===== src/rtl/hazard_forward_unit.sv =====
// Load-use hazard detection and EX operand-forwarding control for a 5-stage core.
// A shadow pipeline tracks the EX/MEM/WB producers and feeds the forwarding muxes.
module hazard_forward_unit #(
  parameter int REG_BITS = 5,
  parameter int CNT_BITS = 32
) (
  input  logic                clk,
  input  logic                rst,
  input  logic                id_valid,
  input  logic [REG_BITS-1:0] id_rs1,
  input  logic [REG_BITS-1:0] id_rs2,
  input  logic [REG_BITS-1:0] id_rd,
  input  logic                id_reg_write,
  input  logic                id_mem_read,
  input  logic                ex_flush,
  output logic [1:0]          fwd_a_sel,
  output logic [1:0]          fwd_b_sel,
  output logic                stall,
  output logic [CNT_BITS-1:0] stall_count
);

  localparam logic [1:0]          SEL_IDEX = 2'b00;
  localparam logic [1:0]          SEL_WB   = 2'b01;
  localparam logic [1:0]          SEL_MEM  = 2'b10;
  localparam logic [REG_BITS-1:0] X0       = '0;
  localparam logic [CNT_BITS-1:0] CNT_ONE  = {{(CNT_BITS-1){1'b0}}, 1'b1};
  localparam logic [CNT_BITS-1:0] CNT_MAX  = '1;

  logic [REG_BITS-1:0] ex_rs1_q, ex_rs1_d;
  logic [REG_BITS-1:0] ex_rs2_q, ex_rs2_d;
  logic [REG_BITS-1:0] ex_rd_q,  ex_rd_d;
  logic                ex_rw_q,  ex_rw_d;
  logic                ex_mr_q,  ex_mr_d;
  logic [REG_BITS-1:0] mem_rd_q, mem_rd_d;
  logic                mem_rw_q, mem_rw_d;
  logic [REG_BITS-1:0] wb_rd_q,  wb_rd_d;
  logic                wb_rw_q,  wb_rw_d;
  logic [CNT_BITS-1:0] stall_count_q, stall_count_d;
  logic                lu;
  logic                id_accept;

  // Handshake: id_valid qualifies all id_* fields; stall is the not-ready back
  // toward ID. An ID instruction enters EX on an edge where id_valid && !stall
  // && !ex_flush; otherwise EX takes a bubble and the front end re-presents it.
  always_comb begin
    lu        = ex_mr_q && (ex_rd_q != X0) && id_valid &&
                ((ex_rd_q == id_rs1) || (ex_rd_q == id_rs2));
    stall     = lu && !ex_flush;
    id_accept = id_valid && !stall && !ex_flush;
  end

  always_comb begin
    ex_rs1_d = '0;
    ex_rs2_d = '0;
    ex_rd_d  = '0;
    ex_rw_d  = 1'b0;
    ex_mr_d  = 1'b0;
    if (id_accept) begin
      ex_rs1_d = id_rs1;
      ex_rs2_d = id_rs2;
      ex_rd_d  = id_rd;
      ex_rw_d  = id_reg_write;
      ex_mr_d  = id_mem_read;
    end
    // The back end never holds: a stall only freezes PC and IF/ID.
    mem_rd_d = ex_rd_q;
    mem_rw_d = ex_rw_q;
    wb_rd_d  = mem_rd_q;
    wb_rw_d  = mem_rw_q;
  end

  always_comb begin
    stall_count_d = stall_count_q;
    if (stall && (stall_count_q != CNT_MAX)) begin
      stall_count_d = stall_count_q + CNT_ONE;
    end
  end

  always_ff @(posedge clk or posedge rst) begin
    if (rst) begin
      ex_rs1_q      <= '0;
      ex_rs2_q      <= '0;
      ex_rd_q       <= '0;
      ex_rw_q       <= 1'b0;
      ex_mr_q       <= 1'b0;
      mem_rd_q      <= '0;
      mem_rw_q      <= 1'b0;
      wb_rd_q       <= '0;
      wb_rw_q       <= 1'b0;
      stall_count_q <= '0;
    end else begin
      ex_rs1_q      <= ex_rs1_d;
      ex_rs2_q      <= ex_rs2_d;
      ex_rd_q       <= ex_rd_d;
      ex_rw_q       <= ex_rw_d;
      ex_mr_q       <= ex_mr_d;
      mem_rd_q      <= mem_rd_d;
      mem_rw_q      <= mem_rw_d;
      wb_rd_q       <= wb_rd_d;
      wb_rw_q       <= wb_rw_d;
      stall_count_q <= stall_count_d;
    end
  end

  // MEM is checked first so the youngest producer wins; x0 is never forwarded.
  function automatic logic [1:0] fwd_sel(
    input logic [REG_BITS-1:0] src,
    input logic [REG_BITS-1:0] m_rd,
    input logic                m_rw,
    input logic [REG_BITS-1:0] w_rd,
    input logic                w_rw
  );
    if (m_rw && (m_rd != X0) && (m_rd == src)) begin
      return SEL_MEM;
    end else if (w_rw && (w_rd != X0) && (w_rd == src)) begin
      return SEL_WB;
    end
    return SEL_IDEX;
  endfunction

  always_comb begin
    fwd_a_sel = fwd_sel(ex_rs1_q, mem_rd_q, mem_rw_q, wb_rd_q, wb_rw_q);
    fwd_b_sel = fwd_sel(ex_rs2_q, mem_rd_q, mem_rw_q, wb_rd_q, wb_rw_q);
  end

  assign stall_count = stall_count_q;

endmodule


===== config.mk =====
export PLATFORM = sky130hd
export DESIGN_NAME = hazard_forward_unit
export DESIGN_NICKNAME = d
export VERILOG_FILES = /design/src/rtl/hazard_forward_unit.sv
export SDC_FILE = /design/constraint.sdc
export NUM_CORES = 1
export LEC_CHECK = 0
export ABC_AREA = 1
export CAP_MARGIN = 20
export CORE_MARGIN = 2
export CORE_UTILIZATION = 50
export DETAILED_ROUTE_END_ITERATION = 12
export PLACE_DENSITY_LB_ADDON = 0.1
export SLEW_MARGIN = 20
export SYNTH_ARGS = -nofsm -noshare
export SYNTH_HDL_FRONTEND = slang
export SYNTH_SLANG_ARGS = --single-unit

===== constraint.sdc =====
create_clock -name clk -period 2.4 [get_ports clk]
set_input_delay 0.72 -clock clk [delete_from_list [all_inputs] [get_ports clk]]
set_output_delay 0.72 -clock clk [all_outputs]
set_load 0.01 [all_outputs]

# Yosys cells after proc, flatten, opt, wreduce, memory -nomap -nowiden
# Cells that the tools add are included.
op_classes:
  bitwise: 0
  div_mod_pow: 0
  n_addsub: 1
  n_mux: 15
  eq_ne: 7
  n_mul: 0
  reduce_logical: 19
  n_shift: 0
  order_cmp: 0
op_table:
  columns: ["operator", "count"]
  rows:
  - ["32-bit by 1-bit adder with 32-bit output, second input constant", 1]
  - ["32-bit != test, second input constant", 1]
  - ["5-bit equality test", 6]
  - ["5-bit two-way mux", 3]
  - ["5-bit nonzero test", 3]
  - ["1-bit logical AND", 13]
  - ["2-bit two-way mux", 6]
  - ["1-bit two-way mux", 6]
  - ["1-bit logical NOT", 2]
  - ["1-bit logical OR", 1]
word_totals:
  n_memories: 0
  latchBits: 0
  romBits: 0
  ram_bits: 0
  ff_bits: 61

# Longest topological paths before layout
# Gate-level depths: netlist of run 1.
logic_depth:
  ltp_word: 9
  ltp_mapped: 10
  ltp_nobuf: 10

# Least setup slack after synthesis of run 1
# No wires, ideal clock.
synth_timing:
  kind: "input port to output port"
  startpoint: "input port id_rs2[3]"
  endpoint: "output port stall"
  slack_ns: 0.229
  required_ns: 1.680
  stages: 7
  arrival_ns: 1.451
  cell_sequence: "inv_1 > nand2_1 > nand2_1 > nor2_1 > nand3_1 > a21oi_2 > buf_2"
synth_via:
  elab_chain_len: 4
synth_rtl:
  columns: ["item", "line", "text"]
  rows:
  - ["start, declared", "11", "input logic [REG_BITS-1:0] id_rs2,"]
  - ["5-bit equality test", "47", "((ex_rd_q == id_rs1) || (ex_rd_q == id_rs2));"]
  - ["1-bit logical OR", "47", null]
  - ["1-bit logical AND", "46", "lu = ex_mr_q && (ex_rd_q != X0) && id_valid &&"]
  - ["1-bit logical AND", "48", "stall = lu && !ex_flush;"]
  - ["end, declared", "18", "output logic stall,"]
# No other way between the ends.

# Worst setup path in the final report of run 1
layout_timing:
  startpoint: "input port id_rs1[3]"
  endpoint: "output port stall"
layout_via:
  elab_chain_len: 4
layout_rtl:
  columns: ["item", "line", "text"]
  rows:
  - ["start, declared", "10", "input logic [REG_BITS-1:0] id_rs1,"]
  - ["5-bit equality test", "47", null]
  - ["1-bit logical OR", "47", null]
  - ["1-bit logical AND", "46", null]
  - ["1-bit logical AND", "48", null]
# No other way between the ends.

==> results of run 1 <==
## metal layers
metal | routed length, um | global-route usage | vias to the layer above
li1 | - | - | 1682
met1 | 4420 | 0.380 | 1554
met2 | 3970 | 0.370 | 97
met3 | 475 | 0.0532 | 7
met4 | 102 | 0.0661 | 0
met5 | 0 | 0 | -
## cell usage in the layout, fill, tap and decap left out, types with 2 or more instances in the layout
master           netlist  routed
nand2_1              186     186
clkinv_4               0       2
nor2_2                 1       5
buf_12                 0       2
nand3b_1              14      14
clkbuf_8               0       9
nor3_1                 2       2
nand3_1               28      25
buf_2                  7       2
xor2_1                20      20
bufinv_16              0       3
nand4_1               15      15
nor2_1                80      76
buf_4                  0      23
xnor2_1               16      12
dfrtp_1               61      56
nand3_2                3       6
inv_2                  2       6
xnor2_2                0       4
clkbuf_2               0       4
o21ai_0                4       3
dlymetal6s2s_1         0       9
dfrtp_2                0       5
inv_1                 35      31
clkdlybuf4s50_1        0      40
## stage by stage
step | setup WS (ps) | area [sq um]
final | 16.4 | 4700
after global routing | -18.5 | 4700
after CTS | -288 | 4620
after detailed placement | -797 | 4340
after global placement | -781 | 4340
after floorplan | 167 | 3550
## cell families after synthesis
| family | synth area share |
|---|---|
| xor+xnor | 0.0889 |
| compound gates | 0.00812 |
| flops | 0.430 |
| fa+ha+maj | 0.00353 |
| buf+inv | 0.0596 |
| simple gates | 0.409 |
## final cells by class
class | instances | area (sq um)
timing repair buffer | 82 | 776
fill | 585 | 2130
clock buffer | 9 | 124
clock inverter | 6 | 113
inverter | 37 | 139
multi-input combinational | 377 | 1900
sequential | 61 | 1530
tap | 96 | 120
## what timing repair did
action / in CTS / in global routing
hold buffers: 0 / 0
resized for setup: 26 / 32
gates cloned: 0 / 0
pin swaps: 7 / 14
setup buffers: 2 / 3
endpoints found under the setup margin: 5 / 5
## flip-flops by register name, summed over array words and instances (netlist names)
signal and cells:
ex_mr_q 1, wb_rd_q 5, mem_rw_q 1, ex_rs1_q 5, ex_rd_q 5, ex_rw_q 1, stall_count 32, ex_rs2_q 5
mem_rd_q 5, wb_rw_q 1
## worst max path at each step
stage / startpoint / end / cells past startpoint
global route: id_rs2[1] / stall / 8
finish: id_rs1[3] / stall / 8
detailed placement: id_rs2[3] / stall / 8
floorplan: rst / ex_mr_q / 1
global placement: id_rs2[3] / stall / 8
CTS: id_rs2[0] / stall / 8
## power by group through the flow
stage          logic, uW  clock network (uW)  registers (uW)
3_5_place_dp         161                   0            1090
3_3_place_gp         156                   0            1090
5_1_grt              195                1180            1080
6_report             175                1110            1070
2_1_floorplan       82.2                   0            1080
4_1_cts              168                1130            1070
==> impl_metrics.py, run 1 <==
metrics = {
    "run_status": {
        "status": "completed",
    },
    "yosys": {
        "synth_edf_count": 0,
        "ys_top_cells_by_count": "nand2_1 (186), nor2_1 (80), dfrtp_1 (61), inv_1 (35), nand3_1 (28)",
        "ys_ff_latch": 61,
        "synthTopCellsByArea": "dfrtp_1 (43%), nand2_1 (20%), nor2_1 (8.5%)",
        "synth_most_common_cell": "nand2_1",
        "synth_top_area_frac": 0.430,
        "synthArstFlopShare": 1.00,
        "ys_warn_count": 0,
        "netlist_instances": 486,
        "synth_cell_types": 24,
        "seq_area_frac_synth": 0.430,
        "synth_area_per_cell_sq_um": 7.30,
        "ys.flop_type": "dfrtp_1",
        "netlist_area_sq_um": 3550,
        "yosysTopAreaCell": "dfrtp_1",
        "syn_nets": 508,
    },
    "sta": {
        "slew_violations": 0,
        "fmax_ghz": 0.420,
        "fin_setup_tns_ps": 0,
        "fin_crit_sh": 0.993,
        "fin_crit_ps": 2380,
        "finalSetupViolations": 0,
        "rsz0062_at_grt": "true",
        "max_slew_margin": 0.766,
        "final_hold_viol_count": 0,
        "skew_ps": 5.59,
        "fin_hold_ws_ps": 366,
        "worstMarginPinSlew_ps": 350,
    },
    "worst_setup_path": {
        "critPathRequiredTime_ps": 1680,
        "cp_max_fo": 2,
        "critPathTopFamily": "buffers and inverters",
        "arrival_ps": 1660,
        "cpMostUsedCell": "nand2_1",
        "slowest_stage": "dlygate4sd2_1",
        "crit_chain": "dlygate4sd2_1 > inv_1 > nand2_1 > nand2_1 > nor2_2 > nand3_2 > a21oi_4 > buf_6",
        "critical_path_class": "in2out",
        "worst_setup_path_end_kind": "primary output",
        "r2r-end": "stall_count[5]",
        "critPathMaxStageDelay_ps": 220,
        "regToRegStartpoint": "stall_count[0]",
        "r2r_setup_slack_ps": 430,
        "path_buf_inv": 3,
        "worst_setup_path_start_kind": "input port",
        "reg2reg_depth": 9,
    },
    "floorplan": {
        "core_sq_um": 6830,
        "rows": 30,
        "die_area_sq_um": 7780,
        "initial_core_util": 0.519,
        "dieHeight_um": 88.2,
        "die_w_um": 88.2,
        "ios": 58,
    },
    "layout": {
        "syn_to_final_growth_pct": 32.5,
        "antenna_cells": 0,
        "layout-drive-gt1-share": 0.140,
        "layout.cells.non_filler": 668,
        "nNetsFinal": 590,
        "utilization": 0.688,
    },
    "clocking": {
        "numCtsBuffers": 9,
        "clock-sinks": 61,
        "insertion_delay_ps": 350,
        "clk_pin_slew_ps": 70,
        "htree_levels": 3,
        "cts_buffer_depth": 2,
        "cts_tree": "done",
        "clockRootBuffer": "clkbuf_8",
    },
    "global_route": {
        "grt_overflow": 0,
        "grt_pass1_vias": 3113,
        "grt_max_degree": 62,
        "antenna_found_initial": 0,
        "grt_usage": 0.252,
        "grt_pass1_wl_mm": 15.0,
    },
    "placed_design": {
        "dp_cells": 648,
        "dp_hpwl_mm": 6.40,
        "port_buffers": 57,
        "gp_congestion": 0.926,
    },
    "drt": {
        "drt_wl_total_mm": 8.97,
        "drc": 0,
        "drt-pass1-iter-count": 4,
        "viasPerCell": 5.00,
        "wl_per_cell_um": 13.4,
        "vias": 3340,
        "drt_iter0_drc": 206,
        "ant_nets": 0,
    },
    "pwr": {
        "seq_power_share": 0.454,
        "clock_power_share": 0.472,
        "totalPowerFinal_uw": 2360,
        "leakagePower_uw": 0.00239,
        "power_density_nw_per_um2": 503,
        "switching_share": 0.230,
        "p_sw_uw": 542,
        "ir_drop_v": 0.000344,
        "comb_power_share": 0.074,
        "internal_power_uw": 1820,
    },
    "hold_path": {
        "holdPathEnd": "mem_rw_q",
        "hold-path-cell-count": 0,
        "holdCritPathClass": "reg2reg",
        "hp-start": "ex_rw_q",
    },
    "run": {
        "drv_cap": 0,
    },
}
Note: power is estimated with default switching activity, not from simulation.
==> run 2: changes to the inputs <==
==> constraint.sdc (replaced) <==
create_clock -name clk -period 2.4 [get_ports clk]
set_input_delay 0.72 -clock clk [delete_from_list [all_inputs] [get_ports clk]]
set_output_delay 0.72 -clock clk [all_outputs]
set_load 0.02 [all_outputs]
==> run 2 against run 1 <==
  * Clock power down 7%
  * Sequential cell count did not move
  * Global-route usage is 0.87 points higher
  * Critical path depth fell by 2
  * Clock skew grew 1.9 ps
  * Final area is 0.56% higher
  * Die area unchanged
  * Cell count up 1.3%
  * Sequential power barely moved
  * Utilization rose by 0.38 points
  * Wire length rose by 3.7%
  * Highest routed layer unchanged
==> impl_metrics.py, run 2 (synthesized netlist as in run 1, its figures left out) <==
metrics = {
    "run_status": {
        "status": "completed",
    },
    "sta": {
        "fmax_ghz": 0.423,
        "max_slew_margin": 0.753,
        "final_hold_viol_count": 0,
        "slew_violations": 0,
        "skew_ps": 7.47,
        "fin_crit_ps": 2360,
        "worstMarginPinSlew_ps": 369,
        "fin_crit_sh": 0.984,
        "fin_hold_ws_ps": 359,
        "finalSetupViolations": 0,
    },
    "floorplan": {
        "initial_core_util": 0.519,
        "dieHeight_um": 88.2,
        "core_sq_um": 6830,
        "die_w_um": 88.2,
        "die_area_sq_um": 7780,
        "rows": 30,
        "ios": 58,
    },
    "run": {
        "drv_cap": 0,
    },
    "drt": {
        "viasPerCell": 5.00,
        "drt-pass1-iter-count": 4,
        "drt_iter0_drc": 286,
        "drc": 0,
        "drt_wl_total_mm": 9.30,
        "wl_per_cell_um": 13.7,
        "ant_nets": 0,
        "vias": 3384,
    },
    "clocking": {
        "hold_buffers": 0,
        "cts_buffer_depth": 2,
        "clock-sinks": 61,
        "numCtsBuffers": 9,
        "htree_levels": 3,
        "insertion_delay_ps": 350,
        "clk_pin_slew_ps": 70,
        "clockRootBuffer": "clkbuf_8",
        "cts_tree": "done",
    },
    "pwr": {
        "internal_power_uw": 1730,
        "comb_power_share": 0.082,
        "leakagePower_uw": 0.00234,
        "p_sw_uw": 565,
        "clock_power_share": 0.449,
        "switching_share": 0.247,
        "power_density_nw_per_um2": 485,
        "ir_drop_v": 0.000324,
        "seq_power_share": 0.469,
    },
    "hold_path": {
        "hp-start": "ex_rw_q",
        "holdCritPathClass": "reg2reg",
    },
    "worst_setup_path": {
        "cp_max_fo": 2,
        "regToRegStartpoint": "stall_count[0]",
        "crit_start": "id_rs1[0]",
        "worst_setup_path_end_kind": "primary output",
        "critPathRequiredTime_ps": 1680,
        "arrival_ps": 1640,
        "critical_path_class": "in2out",
        "worst_setup_path_start_kind": "input port",
    },
    "layout": {
        "layout_commonest_cell": "nand2_1",
        "antenna_cells": 0,
        "largest_reg_flops": 32,
        "final_cell_area_sq_um": 4730,
        "layout-drive-gt1-share": 0.169,
        "nNetsFinal": 598,
        "mostFrequentLayoutCells": "nand2_1 (185), nor2_1 (76), dfrtp_1 (55), clkdlybuf4s50_1 (40), buf_4 (32)",
        "syn_to_final_growth_pct": 33.3,
    },
    "global_route": {
        "grt_pass1_wl_mm": 15.7,
        "grt_pass1_vias": 3254,
        "use_met3": 0.0401,
        "grt_max_degree": 62,
        "antenna_found_initial": 0,
        "grt_usage": 0.261,
        "use_met1": 0.390,
        "met2_usage": 0.390,
        "top_usage_layer": "met1",
        "grt_overflow": 0,
    },
    "placed_design": {
        "gp_congestion": 0.959,
        "port_buffers": 57,
        "placed_area_sq_um": 4380,
        "dp_hpwl_mm": 6.53,
    },
}
-- run 2: cell count changes in the layout (fill, tap and decap cells not counted), sizes merged, moves of 2 or more --
cell	before	now
buf	28	39
clkbuf	13	16
clkdlybuf4s15	0	2
clkinvlp	0	3
dlymetal6s2s	9	0
-- run 2: repair_timing --
| action | CTS | global route |
|---|---|---|
| pin swaps | 18 | 18 |
| setup endpoints to repair | 5 | 5 |
| gates resized for setup | 47 | 38 |
| buffers inserted | 7 | 1 |
-- run 2: worst max-delay path, cell delays in order --
cell,delay [ps]
clkdlybuf4s15_1,190
xor2_1,150
nor2_2,100
nand3_2,110
a21oi_4,220
buf_6,150
-- run 2: final timing paths --
check	cells past startpoint	slack, ps	end
worst min-delay path	0	360	mem_rw_q
worst max-delay path	6	40	stall
min in group asynchronous	3	750	wb_rd_q[0]
worst max register to register	10	280	stall_count[12]
max in group asynchronous	3	1360	mem_rd_q[4]
worst min register to register	0	360	mem_rw_q
-- run 2: per-stage QoR --
stage                     worst slack [ps]  setup TNS [ps]   util  total power [uW]  std cells
after floorplan                       51.2               0      -              1170        486
after global placement                -846           -1230  0.641              1250        653
after detailed placement              -888           -2340  0.641              1260        653
after CTS                            -60.0           -60.0  0.684              2290        676
after global routing                 -39.9           -73.0  0.692              2380        677
final                                 37.3               0  0.692              2290        677
-- run 2: power groups by stage --
stage | sequential, uW | combinational, uW | clock, uW
final | 1070 | 188 | 1030
after global routing | 1080 | 207 | 1090
after CTS | 1070 | 177 | 1050
after detailed placement | 1090 | 166 | 0
after global placement | 1090 | 163 | 0
after floorplan | 1090 | 83.2 | 0
-- run 2: metal layers --
metal | share of wire | wire (um)
met1 | 0.48 | 4430
met2 | 0.46 | 4250
met3 | 0.055 | 510
met4 | 0.012 | 111
met5 | 0 | 0
-- run 2: layout make-up --
type | count | area (sq um)
Multi-Input combinational cell | 377 | 1920
Timing Repair Buffer | 90 | 785
Clock inverter | 7 | 100
Tap cell | 96 | 120
Fill cell | 594 | 2110
Clock buffer | 9 | 124
Inverter | 37 | 139
Sequential cell | 61 | 1530
==> run 3: changes to the inputs <==
--- a/config.mk
+++ b/config.mk
@@ -11,6 +11,7 @@
 export CORE_UTILIZATION = 50
 export DETAILED_ROUTE_END_ITERATION = 12
 export PLACE_DENSITY_LB_ADDON = 0.1
+export SKIP_CTS_REPAIR_TIMING = 1
 export SLEW_MARGIN = 20
 export SYNTH_ARGS = -nofsm -noshare
 export SYNTH_HDL_FRONTEND = slang
==> run 3 against run 2 <==
  * The run now ends with negative setup slack left
  * Critical path depth decreased by 1
  * Sequential share of layout area decreased by 0.42 points
  * Sequential power about the same
  * Clock-buffer cell count unchanged
  * Combinational power increased by 3%
  * Largest cell class unchanged
  * Largest power group unchanged
  * Highest routed layer unchanged
==> impl_metrics.py, run 3 (synthesized netlist as in run 1, its figures left out) <==
metrics = {
    "layout": {
        "largest_reg_flops": 32,
        "mostFrequentLayoutCells": "nand2_1 (186), nor2_1 (76), dfrtp_1 (55), clkdlybuf4s50_1 (40), inv_1 (31)",
        "nFillCells": 581,
        "layout-drive-gt1-share": 0.156,
        "nNetsFinal": 595,
        "final_cell_area_sq_um": 4790,
        "layout_commonest_cell": "nand2_1",
        "antenna_cells": 0,
        "syn_to_final_growth_pct": 35.0,
    },
    "drt": {
        "wl_per_cell_um": 14.0,
        "vias": 3445,
        "ant_nets": 0,
        "drt-pass1-iter-count": 5,
        "drt_iter0_drc": 268,
        "viasPerCell": 5.11,
        "drt_wl_total_mm": 9.44,
        "drc": 0,
    },
    "global_route": {
        "met2_usage": 0.370,
        "use_met1": 0.382,
        "grt_pass1_wl_mm": 15.3,
        "top_usage_layer": "met1",
        "use_met3": 0.0429,
        "grt_usage": 0.253,
        "antenna_found_initial": 0,
        "grt_overflow": 0,
        "grt_pass1_vias": 3234,
        "grt_max_degree": 62,
    },
    "pwr": {
        "leakagePower_uw": 0.00243,
        "power_density_nw_per_um2": 482,
        "ir_drop_v": 0.000331,
    },
    "floorplan": {
        "core_sq_um": 6830,
        "die_area_sq_um": 7780,
        "initial_core_util": 0.519,
        "rows": 30,
        "dieHeight_um": 88.2,
        "die_w_um": 88.2,
        "ios": 58,
    },
    "sta": {
        "slew_violations": 0,
        "rsz0062_at_grt": "true",
        "skew_ps": 8.38,
        "fin_crit_ps": 2420,
        "worstMarginPinSlew_ps": 373,
        "fin_hold_ws_ps": 357,
        "fin_crit_sh": 1.01,
        "finalWorstSetupSlack_ps": -20.7,
        "final_hold_viol_count": 0,
        "max_slew_margin": 0.750,
        "fmax_ghz": 0.413,
        "finalSetupViolations": 2,
    },
    "clocking": {
        "clock-sinks": 61,
        "clockRootBuffer": "clkbuf_8",
        "clk_pin_slew_ps": 70,
        "cts_tree": "done",
        "numCtsBuffers": 9,
        "cts_buffer_depth": 2,
        "insertion_delay_ps": 350,
        "htree_levels": 3,
    },
    "worst_setup_path": {
        "crit_chain": "xnor2_2 > nand3_2 > nor4_4 > nor2_1 > clkbuf_2",
        "critPathMaxStageDelay_ps": 440,
        "critPathRequiredTime_ps": 1680,
        "critPathTopFamily": "simple AND/OR/NAND/NOR gates",
        "arrival_ps": 1700,
        "critical_path_class": "reg2out",
        "path_buf_inv": 1,
        "cp_max_fo": 2,
        "worst_setup_path_start_kind": "register",
        "slowest_stage": "dfrtp_1",
        "worst_setup_path_end_kind": "primary output",
    },
    "placed_design": {
        "dp_hpwl_mm": 6.53,
        "placed_area_sq_um": 4380,
        "gp_congestion": 0.959,
        "port_buffers": 57,
    },
    "hold_path": {
        "holdCritPathClass": "reg2reg",
    },
    "run": {
        "drv_cap": 0,
    },
    "run_status": {
        "failed_checks": "negative setup slack",
        "status": "finished with violations",
    },
}
[run 3: cell count changes in the layout (fill, tap and decap cells not counted), sizes merged]
cell           before  now
buf                39   33
clkbuf             16   12
clkdlybuf4s15       2    0
dlygate4sd2         2    0
dlymetal6s2s        0   11
[run 3: path summary, 6_finish.rpt]
path	slack, ps	end	depth (start not counted)	startpoint
hold / removal	360	mem_rw_q	0	ex_rw_q
setup / recovery	-20	fwd_b_sel[0]	5	ex_rs2_q[2]
hold reg to reg	360	mem_rw_q	0	ex_rw_q
setup reg to reg	300	stall_count[12]	10	stall_count[0]
max in group asynchronous	1360	ex_rd_q[2]	3	rst
min in group asynchronous	750	wb_rd_q[0]	3	rst
[run 3: through the flow]
step / TNS, ps / power [uW] / utilization / setup WS, ps / cells
floorplan: 0 / 1170 / - / 51.2 / 486
global placement: -1230 / 1250 / 0.641 / -846 / 653
detailed placement: -2340 / 1260 / 0.641 / -888 / 653
CTS: -2650 / 2290 / 0.673 / -886 / 669
global route: -311 / 2380 / 0.701 / -96.2 / 674
finish: -24.7 / 2310 / 0.701 / -20.7 / 674
[run 3: power breakdown]
group,switching (uW),internal (uW)
sequential,27.7,1050
clock,449,587
combinational,98.2,94.9
[run 3: final cells by class]
class                           count  area (sq um)  share of cell area
Clock inverter                      7           100              0.0209
Sequential cell                    61          1530               0.320
Multi-Input combinational cell    377          1940               0.405
Inverter                           37           139              0.0290
Clock buffer                        9           124              0.0259
Tap cell                           96           120              0.0251
Timing Repair Buffer               87           831               0.174
[run 3: per-layer routing]
| metal | vias up | routed length (um) |
|---|---|---|
| met5 | - | 0 |
| met4 | 0 | 142 |
| met3 | 15 | 494 |
| met2 | 111 | 4360 |
| met1 | 1627 | 4440 |
| li1 | 1692 | - |
